--- src/rtl/rv32i_pkg.sv ---
// Shared RV32I decode constants and the immediate-format selector.
package rv32i_pkg;

  localparam logic [6:0] OP     = 7'b0110011;
  localparam logic [6:0] OP_IMM = 7'b0010011;
  localparam logic [6:0] LOAD   = 7'b0000011;
  localparam logic [6:0] STORE  = 7'b0100011;
  localparam logic [6:0] BRANCH = 7'b1100011;
  localparam logic [6:0] LUI    = 7'b0110111;
  localparam logic [6:0] AUIPC  = 7'b0010111;
  localparam logic [6:0] JAL    = 7'b1101111;
  localparam logic [6:0] JALR   = 7'b1100111;

  typedef enum logic [2:0] {
    IMM_I,
    IMM_S,
    IMM_B,
    IMM_U,
    IMM_J,
    IMM_NONE
  } imm_type_e;

endpackage

--- src/rtl/imm_gen.sv ---
// Combinational immediate generator; the opcode bits are not needed so they are not passed in.
module imm_gen
  import rv32i_pkg::*;
(
  input  logic [31:7] instr,
  input  imm_type_e   imm_type,
  output logic [31:0] imm
);

  always_comb begin
    imm = '0;
    case (imm_type)
      IMM_I:   imm = {{20{instr[31]}}, instr[31:20]};
      IMM_S:   imm = {{20{instr[31]}}, instr[31:25], instr[11:7]};
      IMM_B:   imm = {{19{instr[31]}}, instr[31], instr[7], instr[30:25], instr[11:8], 1'b0};
      IMM_U:   imm = {instr[31:12], 12'b0};
      IMM_J:   imm = {{11{instr[31]}}, instr[31], instr[19:12], instr[20], instr[30:21], 1'b0};
      default: imm = '0;
    endcase
  end

endmodule

--- src/rtl/id_stage.sv ---
// RV32I decode / operand-fetch stage: decode, operand forwarding, load-use stall, ID/EX register.
module id_stage
  import rv32i_pkg::*;
#(
  parameter int unsigned XLEN     = 32,
  parameter logic [31:0] RESET_PC = 32'h0000_0000
) (
  input  logic            clk,
  input  logic            rst,
  input  logic            if_valid,
  input  logic [31:0]     if_pc,
  input  logic [31:0]     if_instr,
  input  logic            flush,
  output logic            id_stall,
  output logic [4:0]      rs1_src,
  output logic [4:0]      rs2_src,
  input  logic [XLEN-1:0] rs1,
  input  logic [XLEN-1:0] rs2,
  input  logic [4:0]      ex_rd_src,
  input  logic [4:0]      mem_rd_src,
  input  logic [4:0]      wb_rd_src,
  input  logic            ex_reg_we,
  input  logic            mem_reg_we,
  input  logic            wb_reg_we,
  input  logic            ex_is_load,
  input  logic [XLEN-1:0] ex_result,
  input  logic [XLEN-1:0] mem_result,
  input  logic [XLEN-1:0] wb_result,
  output logic            id_valid,
  output logic [31:0]     id_pc,
  output logic [XLEN-1:0] id_rs1_val,
  output logic [XLEN-1:0] id_rs2_val,
  output logic [31:0]     id_imm,
  output logic [4:0]      id_rd_src,
  output logic [6:0]      id_opcode,
  output logic [2:0]      id_funct3,
  output logic            id_funct7b5,
  output logic            id_reg_we,
  output logic            id_is_load,
  output logic            id_illegal
);

  logic [6:0]      opcode;
  logic [4:0]      rd;
  logic            uses_rs1, uses_rs2;
  logic            writes_rd, is_load, illegal;
  imm_type_e       imm_type;
  logic [31:0]     imm;
  logic [XLEN-1:0] rs1_fwd, rs2_fwd;
  logic            load_use, capture;

  assign opcode  = if_instr[6:0];
  assign rd      = if_instr[11:7];
  assign rs1_src = if_instr[19:15];
  assign rs2_src = if_instr[24:20];

  always_comb begin
    uses_rs1  = 1'b0;
    uses_rs2  = 1'b0;
    writes_rd = 1'b0;
    is_load   = 1'b0;
    illegal   = 1'b0;
    imm_type  = IMM_NONE;
    case (opcode)
      OP: begin
        uses_rs1  = 1'b1;
        uses_rs2  = 1'b1;
        writes_rd = 1'b1;
      end
      OP_IMM: begin
        uses_rs1  = 1'b1;
        writes_rd = 1'b1;
        imm_type  = IMM_I;
      end
      LOAD: begin
        uses_rs1  = 1'b1;
        writes_rd = 1'b1;
        is_load   = 1'b1;
        imm_type  = IMM_I;
      end
      STORE: begin
        uses_rs1 = 1'b1;
        uses_rs2 = 1'b1;
        imm_type = IMM_S;
      end
      BRANCH: begin
        uses_rs1 = 1'b1;
        uses_rs2 = 1'b1;
        imm_type = IMM_B;
      end
      LUI, AUIPC: begin
        writes_rd = 1'b1;
        imm_type  = IMM_U;
      end
      JAL: begin
        writes_rd = 1'b1;
        imm_type  = IMM_J;
      end
      JALR: begin
        uses_rs1  = 1'b1;
        writes_rd = 1'b1;
        imm_type  = IMM_I;
      end
      default: illegal = 1'b1;
    endcase
  end

  imm_gen u_imm_gen (
    .instr    (if_instr[31:7]),
    .imm_type (imm_type),
    .imm      (imm)
  );

  // EX is skipped for loads (data not ready); WB must win over the regfile, which is stale.
  function automatic logic [XLEN-1:0] fwd(input logic [4:0] addr, input logic [XLEN-1:0] rf_val);
    logic [XLEN-1:0] val;
    if (addr == 5'd0) begin
      val = '0;
    end else if (ex_reg_we && !ex_is_load && ex_rd_src == addr) begin
      val = ex_result;
    end else if (mem_reg_we && mem_rd_src == addr) begin
      val = mem_result;
    end else if (wb_reg_we && wb_rd_src == addr) begin
      val = wb_result;
    end else begin
      val = rf_val;
    end
    return val;
  endfunction

  always_comb begin
    rs1_fwd = fwd(rs1_src, rs1);
    rs2_fwd = fwd(rs2_src, rs2);
  end

  assign load_use = if_valid && ex_is_load && ex_reg_we && (ex_rd_src != 5'd0) &&
                    ((uses_rs1 && ex_rd_src == rs1_src) || (uses_rs2 && ex_rd_src == rs2_src));
  assign id_stall = load_use && !flush && !rst;
  assign capture  = if_valid && !flush && !load_use;

  // Bubbles clear only the control bits; pc and data fields keep their last values.
  always_ff @(posedge clk or posedge rst) begin
    if (rst) begin
      id_valid    <= 1'b0;
      id_pc       <= RESET_PC;
      id_rs1_val  <= '0;
      id_rs2_val  <= '0;
      id_imm      <= '0;
      id_rd_src   <= '0;
      id_opcode   <= '0;
      id_funct3   <= '0;
      id_funct7b5 <= 1'b0;
      id_reg_we   <= 1'b0;
      id_is_load  <= 1'b0;
      id_illegal  <= 1'b0;
    end else if (capture) begin
      id_valid    <= 1'b1;
      id_pc       <= if_pc;
      id_rs1_val  <= rs1_fwd;
      id_rs2_val  <= rs2_fwd;
      id_imm      <= imm;
      id_rd_src   <= rd;
      id_opcode   <= opcode;
      id_funct3   <= if_instr[14:12];
      id_funct7b5 <= if_instr[30];
      id_reg_we   <= writes_rd && (rd != 5'd0);
      id_is_load  <= is_load;
      id_illegal  <= illegal;
    end else begin
      id_valid   <= 1'b0;
      id_reg_we  <= 1'b0;
      id_is_load <= 1'b0;
    end
  end

endmodule

--- config.mk ---
export PLATFORM = sky130hd
export DESIGN_NAME = id_stage
export DESIGN_NICKNAME = d
export VERILOG_FILES = /design/src/rtl/rv32i_pkg.sv /design/src/rtl/imm_gen.sv /design/src/rtl/id_stage.sv
export SDC_FILE = /design/constraint.sdc
export NUM_CORES = 1
export LEC_CHECK = 0
export BUFFER_PORTS_ARGS = -buffer_cell sky130_fd_sc_hd__buf_2
export CORE_AREA = 2 2 156 158
export CTS_BUF_LIST = sky130_fd_sc_hd__clkbuf_4 sky130_fd_sc_hd__clkbuf_8
export DETAILED_ROUTE_END_ITERATION = 8
export DIE_AREA = 0 0 158 160
export PLACE_DENSITY = 0.68
export SLEW_MARGIN = 25
export SYNTH_ARGS = -nofsm -noshare
export SYNTH_HDL_FRONTEND = slang
export SYNTH_SLANG_ARGS = --single-unit
--- constraint.sdc ---
create_clock -name clk -period 4.15 [get_ports clk]
set_clock_uncertainty 0.2 [all_clocks]
set_input_delay 0.2075 -clock clk [delete_from_list [all_inputs] [get_ports clk]]
set_output_delay 0.2075 -clock clk [all_outputs]
set_load 0.005 [all_outputs]
==> impl_results.md, run 1 <==
* RSZ-0062 raised after global routing: no
* Global-route wire length before repair at 51.5 mm
* CTS max path bufs at 2
* TritonCTS Buffers at 17
* Worst-path clk slew at 0.09 ns
* Net Sw Frac at 32.1%
* Fin cells at 1839
* TritonCTS clock tree: yes
* Fin. max-slew vios at 0
* Clock Sinks at 148
* Sum Neg Setup Slack at 0 ns
* Post-Synthesis Cell Area at 8610 µm²
* Cell total after placement at 1656
* Crit path largest cell delay at 0.60 ns
* DRT antenna net count at 0
* Initial antenna violation count at 4
* DRC viols at 0
* Largest cells by area after synthesis: dfrtp_1 43%, nand2_1 12%, mux2_2 6.5%
* Logic pwr share at 25.3%
* Critical path fanouts, max at 62
* Synth Instances at 1009
* GP Congestion at 0.891
* Critical path launch point: if_instr[3]
* Final Instance Area at 12600 µm²
* Sequential share of the synthesized area at 43.0%
* Sw power at 0.00124 W
* Pre-antenna DRT Iters at 5
* Fmax achieved at 0.278 GHz
* DR WL/cell at 18.6 µm
* Hold_sp: ex_result[31]
* Synth unique cells at 51
* Worst min path class: input pin to flop
* Post-DR vias/cell at 5.24
* H-tree depth at 4
* Die area at 25300 µm²
* Min cycle time layout at 3.60 ns
* Core area at 23800 µm²
* Critical path's slowest cell: dlygate4sd3_1
* Cell Chain, Critical Path: dlygate4sd3_1, buf_2, nand4bb_4, a211oi_1, a32oi_1, o21ai_4, inv_4, o21ai_4, buf_8, o31ai_1, dlygate4sd3_1
* Worst-case vdd ir drop at 140 µV
* Largest net degree at the start of global routing at 201
* # rows at 57
* Int Pwr at 0.00262 W
* Total grt overflow at 0
* Ys Warns at 0
* Leak at 6.18 nW
* Final design utilization at 53.0%
* Async SR Flop Fraction at 100%
* Clock Latency Late Sink at 0.45 ns
* Final hold viol count at 0
* Net Count, Synth at 1256
* Vias in the first global route at 9633
* Crit path kind: input pin to flop
* MaxCap Viol Count at 0
* Vias at 9632
* Port-buffer cells at 405
* Startpoint types: input pin
* Cts repair resizes at 0
* Sequential share of power at 43.8%
* Synthesized area per cell at 8.54 µm²
* Data arrival time of the worst path at 3.77 ns
* Worst rel slew slack at 36.3%
* Top Family by Delay on Critical Path: buffers and inverters
* Clock power frac at 30.8%
* # IOs at 406
* Die width at 158 µm
* Die height at 160 µm
* 1st-iter DRT viols at 719
* Status: complete, no violations
* RR Startpoint: id_rs2_val[23]
* DRT Wirelength at 34.3 mm
* Fin Hold WS at 0.0370 ns
* Area fraction of the dominant cell type after synthesis at 43.0%
* CP endpoint kind: flop
* Top_reg_cell synth: dfrtp_1
* Area after DPL at 10700 µm²
* Layout net count at 1745
* Initial core utilization at 36.2%
* Tot GR Track Use at 26.3%
* Fillers at 2239
* Seq cells post-synth at 148
* Layout cells sized above 1 at 34.1%
* Post-DP HPWL at 23.3 mm
* Final setup viols at 0
* Yosys top cell by area: dfrtp_1
* Synth-to-Final Area Change at 46.6%
* CTS root buf: clkbuf_8
* Worst Path Required at 4.32 ns
* Post-synth EDFFs at 0
* Crit path buf inv count at 5
* Worst-margin pin slew at 0.956 ns
* Pwr Density at 305 nW/µm²
* Tcrit/Tclk final at 86.7%
==> per-layer routing <==
| metal | GRT usage, % | vias up | wire (µm) |
|---|---|---|---|
| met4 | 13.0 | 0 | 1300 |
| met5 | 0 | - | 0 |
| met2 | 44.6 | 477 | 17200 |
| met1 | 31.5 | 4584 | 13300 |
| li1 | - | 4486 | - |
| met3 | 5.43 | 85 | 2440 |
==> tightest hold or removal path: cells and delay by family <==
kind	cells	cell delay (ns)
simple gates	2	0.16
compound gates	2	0.16
buf+inv	1	0.11
==> flip-flops by register name (all words and copies together), names as in the netlist <==
name	flops
id_imm	32
id_pc	32
id_rs1_val	32
id_rs2_val	32
id_opcode	7
id_rd_src	5
id_funct3	3
id_funct7b5	1
id_illegal	1
id_is_load	1
id_reg_we	1
id_valid	1
==> area by class of cell <==
cell class / instances / area [µm²] / area share, %
diodes: 4 / 10.0 / 0.0793
clock buffers: 18 / 248 / 1.96
clock inverters: 14 / 159 / 1.26
inverters: 3 / 17.5 / 0.139
multi-input cells: 764 / 4440 / 35.2
flip-flops and latches: 148 / 3700 / 29.3
well taps: 324 / 405 / 3.21
repair buffers: 564 / 3640 / 28.8
==> final timing paths <==
| path | slack, ns | depth (start not counted) | end |
|---|---|---|---|
| max | 0.55 | 11 | id_rs2_val[3] |
| min | 0.04 | 5 | id_rs1_val[31] |
| max reg2reg | 2.67 | 3 | id_rs2_val[23] |
| min reg2reg | 0.27 | 2 | id_imm[8] |
| max in group asynchronous | 2.51 | 4 | id_rs1_val[6] |
| min in group asynchronous | 0.17 | 3 | id_opcode[5] |
==> logic make-up after synthesis <==
kind of cell / count (synthesis) / synth area share [%]
AOI/OAI and AO/OA: 235 / 18.8
muxes: 58 / 7.57
and+or+nand+nor: 441 / 21.7
DFF: 148 / 43.0
xor gates and xnor gates: 30 / 3.05
buffers and inverters: 97 / 5.87
==> power groups by stage <==
| stage | logic [W] | registers (W) | clock network [W] |
|---|---|---|---|
| floorplan | 0.000370 | 0.00173 | 0 |
| global placement | 0.000803 | 0.00171 | 0 |
| detailed placement | 0.000813 | 0.00172 | 0 |
| CTS | 0.000964 | 0.00169 | 0.00123 |
| global route | 0.00107 | 0.00171 | 0.00128 |
| finish | 0.000977 | 0.00169 | 0.00119 |
==> layout by cell type, fill, tap and decap left out, types with 4 or more instances in the layout <==
cell	synthesis	routed
nor2_1	86	85
or4_1	4	4
o221ai_1	7	7
nor4_1	4	4
dlygate4sd3_1	0	145
clkbuf_8	0	18
mux2_1	7	7
o31ai_1	31	31
o32ai_1	31	31
o21ai_0	19	19
o21ai_1	10	10
a221oi_1	4	4
buf_2	35	405
nand2_1	279	279
buf_4	21	10
a21o_1	9	9
dfrtp_1	148	148
mux2_2	50	50
a21oi_1	54	54
xnor2_1	8	8
nand3_1	10	10
nand2b_1	28	27
and2_1	11	10
inv_8	0	4
xor2_1	22	22
o211ai_1	56	56
diode_2	0	4
inv_6	0	5
==> Yosys cell counts (all sizes together), types with 2 or more instances <==
master	n
nand2	279
dfrtp	148
nor2	86
buf	59
mux2	57
o211ai	57
a21oi	54
clkbuf	35
o21ai	32
o31ai	31
o32ai	31
nand2b	28
xor2	22
and2	11
nand3	10
a21o	9
xnor2	8
o221ai	7
a221oi	4
nor3	4
nor4	4
or4	4
a211oi	3
and3	3
inv	3
a32oi	2
nand4	2
nor2b	2
nor4b	2
or2	2
==> per-stage QoR <==
| stage | power, W | worst slack, ns |
|---|---|---|
| 5_1_grt | 0.00406 | 0.434 |
| 3_5_place_dp | 0.00253 | 1.23 |
| 6_report | 0.00386 | 0.552 |
| 3_3_place_gp | 0.00251 | 1.33 |
| 4_1_cts | 0.00388 | 0.673 |
| 2_1_floorplan | 0.00210 | 1.88 |
==> timing repair <==
item / CTS / global route
hold endpoints to repair: 162 / 0
hold buffers: 145 / 0
setup buffers: 0 / 0
No activity file was read; power rests on OpenSTA's default activity.
==> run 2, diff against run 1 <==
--- a/config.mk
+++ b/config.mk
@@ -6,11 +6,15 @@
 export NUM_CORES = 1
 export LEC_CHECK = 0
 export BUFFER_PORTS_ARGS = -buffer_cell sky130_fd_sc_hd__buf_2
-export CORE_AREA = 2 2 156 158
+export CELL_PAD_IN_SITES_DETAIL_PLACEMENT = 0
+export CELL_PAD_IN_SITES_GLOBAL_PLACEMENT = 1
+export CORE_ASPECT_RATIO = 0.6
+export CORE_MARGIN = 2
+export CORE_UTILIZATION = 31
 export CTS_BUF_LIST = sky130_fd_sc_hd__clkbuf_4 sky130_fd_sc_hd__clkbuf_8
 export DETAILED_ROUTE_END_ITERATION = 8
-export DIE_AREA = 0 0 158 160
-export PLACE_DENSITY = 0.68
+export PLACE_DENSITY_LB_ADDON = 0.1
+export RECOVER_POWER = 25
 export SLEW_MARGIN = 25
 export SYNTH_ARGS = -nofsm -noshare
 export SYNTH_HDL_FRONTEND = slang
==> run 2 against run 1 <==
Effect of this change:
- non-clock buffer count grew 44
- via count decreased by 1.6%
- sequential power hardly changed
- cell count is 4.5% higher
- count of clock-buffer cells in the layout increased by 1
- routed wire length is 6.3% higher
- clock power is 15% higher
- global-route usage decreased by 1.5 points
- largest power group unchanged
- first-iteration DRC count is 8.9% lower
- worst setup slack got worse by 0.29 ns
- the flow now finishes with violations (capacitance limit, slew limit)
==> impl_results.md, run 2 (same netlist as run 1, synthesis figures left out) <==
* WL met1 at 17.0 mm
* Int Pwr at 0.00288 W
* MaxCap Viol Count at 2
* TritonCTS clock tree: yes
* Fin. max-slew vios at 150
* Die width at 219 µm
* Vias in the first global route at 9507
* Critical path fanouts, max at 32
* Final Instance Area at 13200 µm²
* DRT Wirelength at 36.4 mm
* Worst min path class: input pin to flop
* Layout net count at 1789
* Clock Latency Late Sink at 0.48 ns
* Leak at 6.39 nW
* Top cell by count, worst path: dlygate4sd3_1
* Startpoint types: input pin
* Port-buffer cells at 405
* Final hold viol count at 0
* Worst-case vdd ir drop at 161 µV
* Largest net degree at the start of global routing at 201
* CTS root buf: clkbuf_8
* Post-CTS Setup Bufs at 0
* Layout cells sized above 1 at 32.9%
* DR WL/cell at 18.9 µm
* Sequential share of power at 41.2%
* Met2 wire length at 16.5 mm
* TritonCTS Buffers at 17
* Status: complete, but fails checks
* Global-route wire length before repair at 55.4 mm
* Logic pwr share at 25.4%
* Worst-margin pin slew at 2.92 ns
* Synth-to-Final Area Change at 52.7%
* Die height at 133 µm
* # IOs at 406
* Post-DP HPWL at 25.1 mm
* Pre-antenna DRT Iters at 6
* Clock Sinks at 148
* Tot GR Track Use at 24.8%
* 1st-iter DRT viols at 655
* DRT antenna net count at 0
* Commonest non-fill, non-tap cells in the layout: 404 x buf_2, 279 x nand2_1, 191 x dlygate4sd3_1
* Sw power at 0.00121 W
* Worst Path Required at 4.32 ns
* Sum Neg Setup Slack at 0 ns
* Worst-path clk slew at 0.09 ns
* Max Used Layer: met4
* Data arrival time of the worst path at 4.06 ns
* Failing checks: capacitance limit, slew limit
* Core area at 27500 µm²
* Vias at 9475
* DRC viols at 0
* H-tree depth at 4
* # rows at 47
* Crit path largest cell delay at 0.60 ns
* CTS max path bufs at 2
* Initial antenna violation count at 1
* Crit path kind: input pin to flop
* Post-DR vias/cell at 4.93
* Commonest non-fill, non-tap cell in the layout: buf_2
* Fillers at 2746
* Pwr Density at 311 nW/µm²
* Fmax achieved at 0.257 GHz
* RSZ-0062 raised after global routing: no
* Final setup viols at 0
* Cell Chain, Critical Path: dlygate4sd3_1, buf_2, xnor2_1, nand4_1, or2_4, mux2_1, dlygate4sd3_1, o211ai_1, dlygate4sd3_1, o211ai_1, dlygate4sd3_1
* Tcrit/Tclk final at 93.6%
* Critical path's slowest cell: dlygate4sd3_1
* Die area at 29200 µm²
* GP Congestion at 0.783
* Clock power frac at 33.4%
* Top Family by Delay on Critical Path: buffers and inverters
* Fin Hold WS at 0.0429 ns
* Area after DPL at 10800 µm²
* Crit path buf inv count at 5
* Min cycle time layout at 3.89 ns
* Net Sw Frac at 29.5%
* Initial core utilization at 31.4%
* Met3 wire length at 2.30 mm
* Worst rel slew slack at -94.7%
* CP endpoint kind: flop
* Final design utilization at 47.9%
* Total grt overflow at 0
==> run 2: cell count changes in the layout (fill, tap and decap cells not counted), moves of 2 or more <==
cell	delta
dlygate4sd3_1	+46
bufinv_16	+4
inv_8	-4
diode_2	-3
inv_6	-3
buf_4	-2
clkbuf_1	+2
clkinv_2	+2
clkinvlp_4	-2
==> run 2: layout make-up <==
| class | instances | area (µm²) | area share [%] |
|---|---|---|---|
| multi-input cells | 764 | 4460 | 33.9 |
| repair buffers | 608 | 4050 | 30.8 |
| flip-flops and latches | 148 | 3700 | 28.2 |
| well taps | 367 | 459 | 3.49 |
| clock buffers | 19 | 255 | 1.94 |
| clock inverters | 12 | 203 | 1.54 |
| inverters | 3 | 15.0 | 0.114 |
| diodes | 1 | 2.50 | 0.0190 |
==> run 2: worst min-delay path, stage by stage <==
cell and delay [ns]:
buf_2 0.12, nor2_1 0.10, a21oi_1 0.09, nand2_1 0.07, o211ai_1 0.09
==> run 2: power by group through the flow <==
stage / sequential, W / combinational (W) / clock (W)
after floorplan: 0.00173 / 0.000370 / 0
after global placement: 0.00171 / 0.000829 / 0
after detailed placement: 0.00172 / 0.000831 / 0
after CTS: 0.00169 / 0.00105 / 0.00139
after global routing: 0.00171 / 0.00115 / 0.00145
final: 0.00169 / 0.00104 / 0.00137
==> run 2: per-layer routing <==
metal	vias up	global-route usage, %
li1	4558	-
met1	4543	34.6
met2	332	38.3
met3	42	5.84
met4	0	7.02
met5	-	0
==> run 2: worst paths after layout <==
path	cells after the start	slack (ns)	end	from
worst max-delay path	11	0.26	id_rs1_val[12]	if_instr[15]
worst min-delay path	5	0.04	id_rs1_val[4]	ex_result[4]
worst max register to register	3	2.63	id_rs1_val[29]	id_rs1_val[29]
worst min register to register	2	0.26	id_imm[10]	id_imm[10]
max in group asynchronous	4	0.82	id_rs2_val[12]	rst
min in group asynchronous	4	1.02	id_rs1_val[23]	rst
==> run 2: timing repair <==
item | in CTS | in global routing
resized for setup | 0 | 1
endpoints found under the setup margin | 0 | 1
endpoints found under the hold margin | 293 | 0
hold buffers | 191 | 0
==> run 2: metrics by stage <==
stage          power [W]  setup WS, ns  instances
2_1_floorplan    0.00210          1.88       1009
3_3_place_gp     0.00254          1.26       1698
3_5_place_dp     0.00255          1.17       1699
4_1_cts          0.00412        0.0592       1921
5_1_grt          0.00431         0.120       1922
6_report         0.00409         0.264       1922
==> run 3, diff against run 2 <==
--- a/config.mk
+++ b/config.mk
@@ -5,12 +5,13 @@
 export SDC_FILE = /design/constraint.sdc
 export NUM_CORES = 1
 export LEC_CHECK = 0
+export ABC_AREA = 1
 export BUFFER_PORTS_ARGS = -buffer_cell sky130_fd_sc_hd__buf_2
 export CELL_PAD_IN_SITES_DETAIL_PLACEMENT = 0
 export CELL_PAD_IN_SITES_GLOBAL_PLACEMENT = 1
 export CORE_ASPECT_RATIO = 0.6
 export CORE_MARGIN = 2
-export CORE_UTILIZATION = 31
+export CORE_UTILIZATION = 30
 export CTS_BUF_LIST = sky130_fd_sc_hd__clkbuf_4 sky130_fd_sc_hd__clkbuf_8
 export DETAILED_ROUTE_END_ITERATION = 8
 export PLACE_DENSITY_LB_ADDON = 0.1
==> run 3 against run 2 <==
Effect of this change:
- the flow still finishes with violations (capacitance limit, slew limit)
- first-iteration DRC count up 39%
- clock power down 12%
- non-clock buffer count up 2
- worst hold slack worse by 0.011 ns
- register-to-register slack better by 0.62 ns
- cell count up 28%
- sequential power about the same
- via count up 22%
- total power down 2.8%
- largest power group unchanged
==> impl_results.md, run 3 <==
* Status: complete, but fails checks
* Failing checks: capacitance limit, slew limit
* Area fraction of the dominant cell type after synthesis at 39.5%
* Data arrival time of the worst path at 3.99 ns
* H-tree depth at 4
* Critical path fanouts, max at 32
* TritonCTS Buffers at 17
* Vias in the first global route at 11100
* Post-Synthesis Cell Area at 9370 µm²
* Top Family by Delay on Critical Path: buffers and inverters
* Top post-synthesis cells by count: 566 x nand2_1, 225 x nor2_1, 167 x inv_1
* Initial core utilization at 30.3%
* Worst-margin pin slew at 1.70 ns
* DRC viols at 0
* Core area at 31000 µm²
* Worst-path clk slew at 0.11 ns
* TritonCTS clock tree: yes
* Pwr Total at 0.00398 W
* Worst min path class: input pin to flop
* CTS max path bufs at 2
* Total grt overflow at 0
* Post-CTS Setup Bufs at 0
* Synth unique cells at 20
* MaxCap Viol Count at 1
* Slack of the worst reg-to-reg path at 3.25 ns
* Async SR Flop Fraction at 100%
* Largest cells by area after synthesis: dfrtp_1 40%, nand2_1 23%, nor2_1 9.0%
* DRT Wirelength at 42.6 mm
* Post-DR vias/cell at 4.70
* CTS root buf: clkbuf_8
* Final setup viols at 0
* Multiplexer share of the synthesized area at 0%
* DR WL/cell at 17.3 µm
* CP endpoint kind: flop
* Layout net count at 2278
* DRT antenna net count at 0
* Post-synth EDFFs at 0
* Layout cells sized above 1 at 20.7%
* # IOs at 406
* Ys Warns at 0
* Final hold viol count at 0
* FF-to-FF End: id_rd_src[1]
* Port-buffer cells at 405
* Worst-case vdd ir drop at 174 µV
* Startpoint types: input pin
* Tcrit/Tclk final at 90.6%
* Sum Neg Setup Slack at 0 ns
* Net Count, Synth at 1737
* Yosys top cell by area: dfrtp_1
* Synth Instances at 1490
* Vias at 11600
* Pre-antenna DRT Iters at 5
* Critical path's slowest cell: nand3_2
* Crit path capture: id_rs1_val[3]
* Top cell by count, worst path: nand2_1
* Die width at 232 µm
* Adder-Cell Fraction of Synth Area at 0%
* # rows at 50
* Worst Path Required at 4.38 ns
* Initial antenna violation count at 7
* Synthesized area per cell at 6.29 µm²
* RSZ-0062 raised after global routing: no
* 1st-iter DRT viols at 913
* Sequential share of the synthesized area at 39.5%
* Synth Area in Compound Gates at 6.33%
* Worst rel slew slack at -13.8%
* Fin. max-slew vios at 33
* Min cycle time layout at 3.76 ns
* Synth-to-Final Area Change at 48.4%
* Most common cell in the netlist: nand2_1
* Global-route wire length before repair at 64.2 mm
* Clock Sinks at 148
* Top_reg_cell synth: dfrtp_1
* Tot GR Track Use at 25.7%
* Cts repair resizes at 0
* Die area at 32700 µm²
* XOR/XNOR share of the synthesized area at 0.0935%
* Clock Latency Late Sink at 0.50 ns
* Crit path kind: input pin to flop
* Largest net degree at the start of global routing at 91
* Seq cells post-synth at 148
* Leak at 7.92 nW
* Simple-gate share of the synthesized area at 41.8%
* Die height at 141 µm
* Critical path depth in cells at 14
* Pwr Density at 286 nW/µm²
* Commonest non-fill, non-tap cell in the layout: nand2_1
* Reg2reg path depth at 2
* Post-CTS Hold Buffers at 187
* Commonest non-fill, non-tap cells in the layout: 566 x nand2_1, 346 x buf_2, 217 x nor2_1
* Post-DP HPWL at 29.0 mm
* Crit path largest cell delay at 0.73 ns
* Fmax achieved at 0.266 GHz
* GP Congestion at 0.851
* Critical path launch point: if_instr[15]
* RR Startpoint: id_rd_src[1]
* Largest family of logic cells by synthesized area: simple AND/OR/NAND/NOR gates
* Cell Chain, Critical Path: dlygate4sd3_1, clkbuf_1, inv_2, nand2_1, o21ai_0, nor2_4, nand3_2, nand2_1, nand3_1, dlygate4sd3_1, a21oi_1, dlygate4sd3_1, nand2_1, nand2_1
* Fillers at 3439
* Crit path buf inv count at 5
-- run 3: cell count changes after synthesis, sizes merged, moves of 21 or more --
cell    delta
nand2    +289
o31ai     -31
nand3     +77
mux2      -57
nand2b    -28
a21oi     +21
o211ai    -57
xor2      -22
inv      +173
nor2     +142
nand4     +67
o32ai     -31
-- run 3: cell type report --
class	count	area [µm²]	area share, %
Inverter	176	663	4.77
Multi-Input combinational cell	1078	4620	33.2
Antenna cell	5	12.5	0.0900
Clock buffer	17	234	1.68
Sequential cell	148	3700	26.6
Clock inverter	15	180	1.30
Timing Repair Buffer	610	3970	28.6
Tap cell	416	520	3.74
-- run 3: power breakdown --
part	switching [W]	internal, W	leakage [nW]
logic	0.000596	0.000480	5.83
clock network	0.000744	0.000463	0.205
registers	0.0000939	0.00160	1.88
total	0.00143	0.00254	7.92
-- run 3: worst min path at each step --
stage / start / endpoint / cells past startpoint
2_1_floorplan: if_instr[4] / id_is_load / 1
3_3_place_gp: if_pc[12] / id_pc[12] / 3
3_5_place_dp: if_pc[12] / id_pc[12] / 3
4_1_cts: mem_result[8] / id_rs1_val[8] / 7
5_1_grt: mem_result[9] / id_rs2_val[9] / 7
6_report: mem_result[8] / id_rs1_val[8] / 7
-- run 3: routing by layer --
layer	part of all wire, %	global-route usage, %	vias to the layer above
li1	-	-	5690
met1	48	37.0	5472
met2	44	37.9	369
met3	6.5	6.11	48
met4	1.7	7.25	4
met5	0.054	0	-
-- run 3: kinds of logic after synthesis --
group	after synthesis
XOR/XNOR	1
flip-flops	148
buffers and inverters	264
AND/OR/NAND/NOR	961
AO/OA/AOI/OAI	116
-- run 3: metrics by stage --
stage / std cells / instance area (µm²) / hold slack [ns] / setup slack [ns] / util [%]
after floorplan: 1490 / 9370 / 0.0810 / 1.88 / -
after global placement: 2241 / 11700 / 0.200 / 1.31 / 37.7
after detailed placement: 2241 / 11700 / 0.203 / 1.26 / 37.7
after CTS: 2460 / 14000 / 0.000363 / 0.534 / 45.1
after global routing: 2464 / 13900 / 0.0616 / 0.154 / 44.9
final: 2465 / 13900 / 0.0314 / 0.389 / 44.9
-- run 3: tightest hold or removal path, stage by stage --
cell     delay (ns)
buf_2          0.09
inv_1          0.07
nor2_1         0.05
nor2_1         0.09
a21oi_1        0.07
nand2_1        0.07
nand2_1        0.05
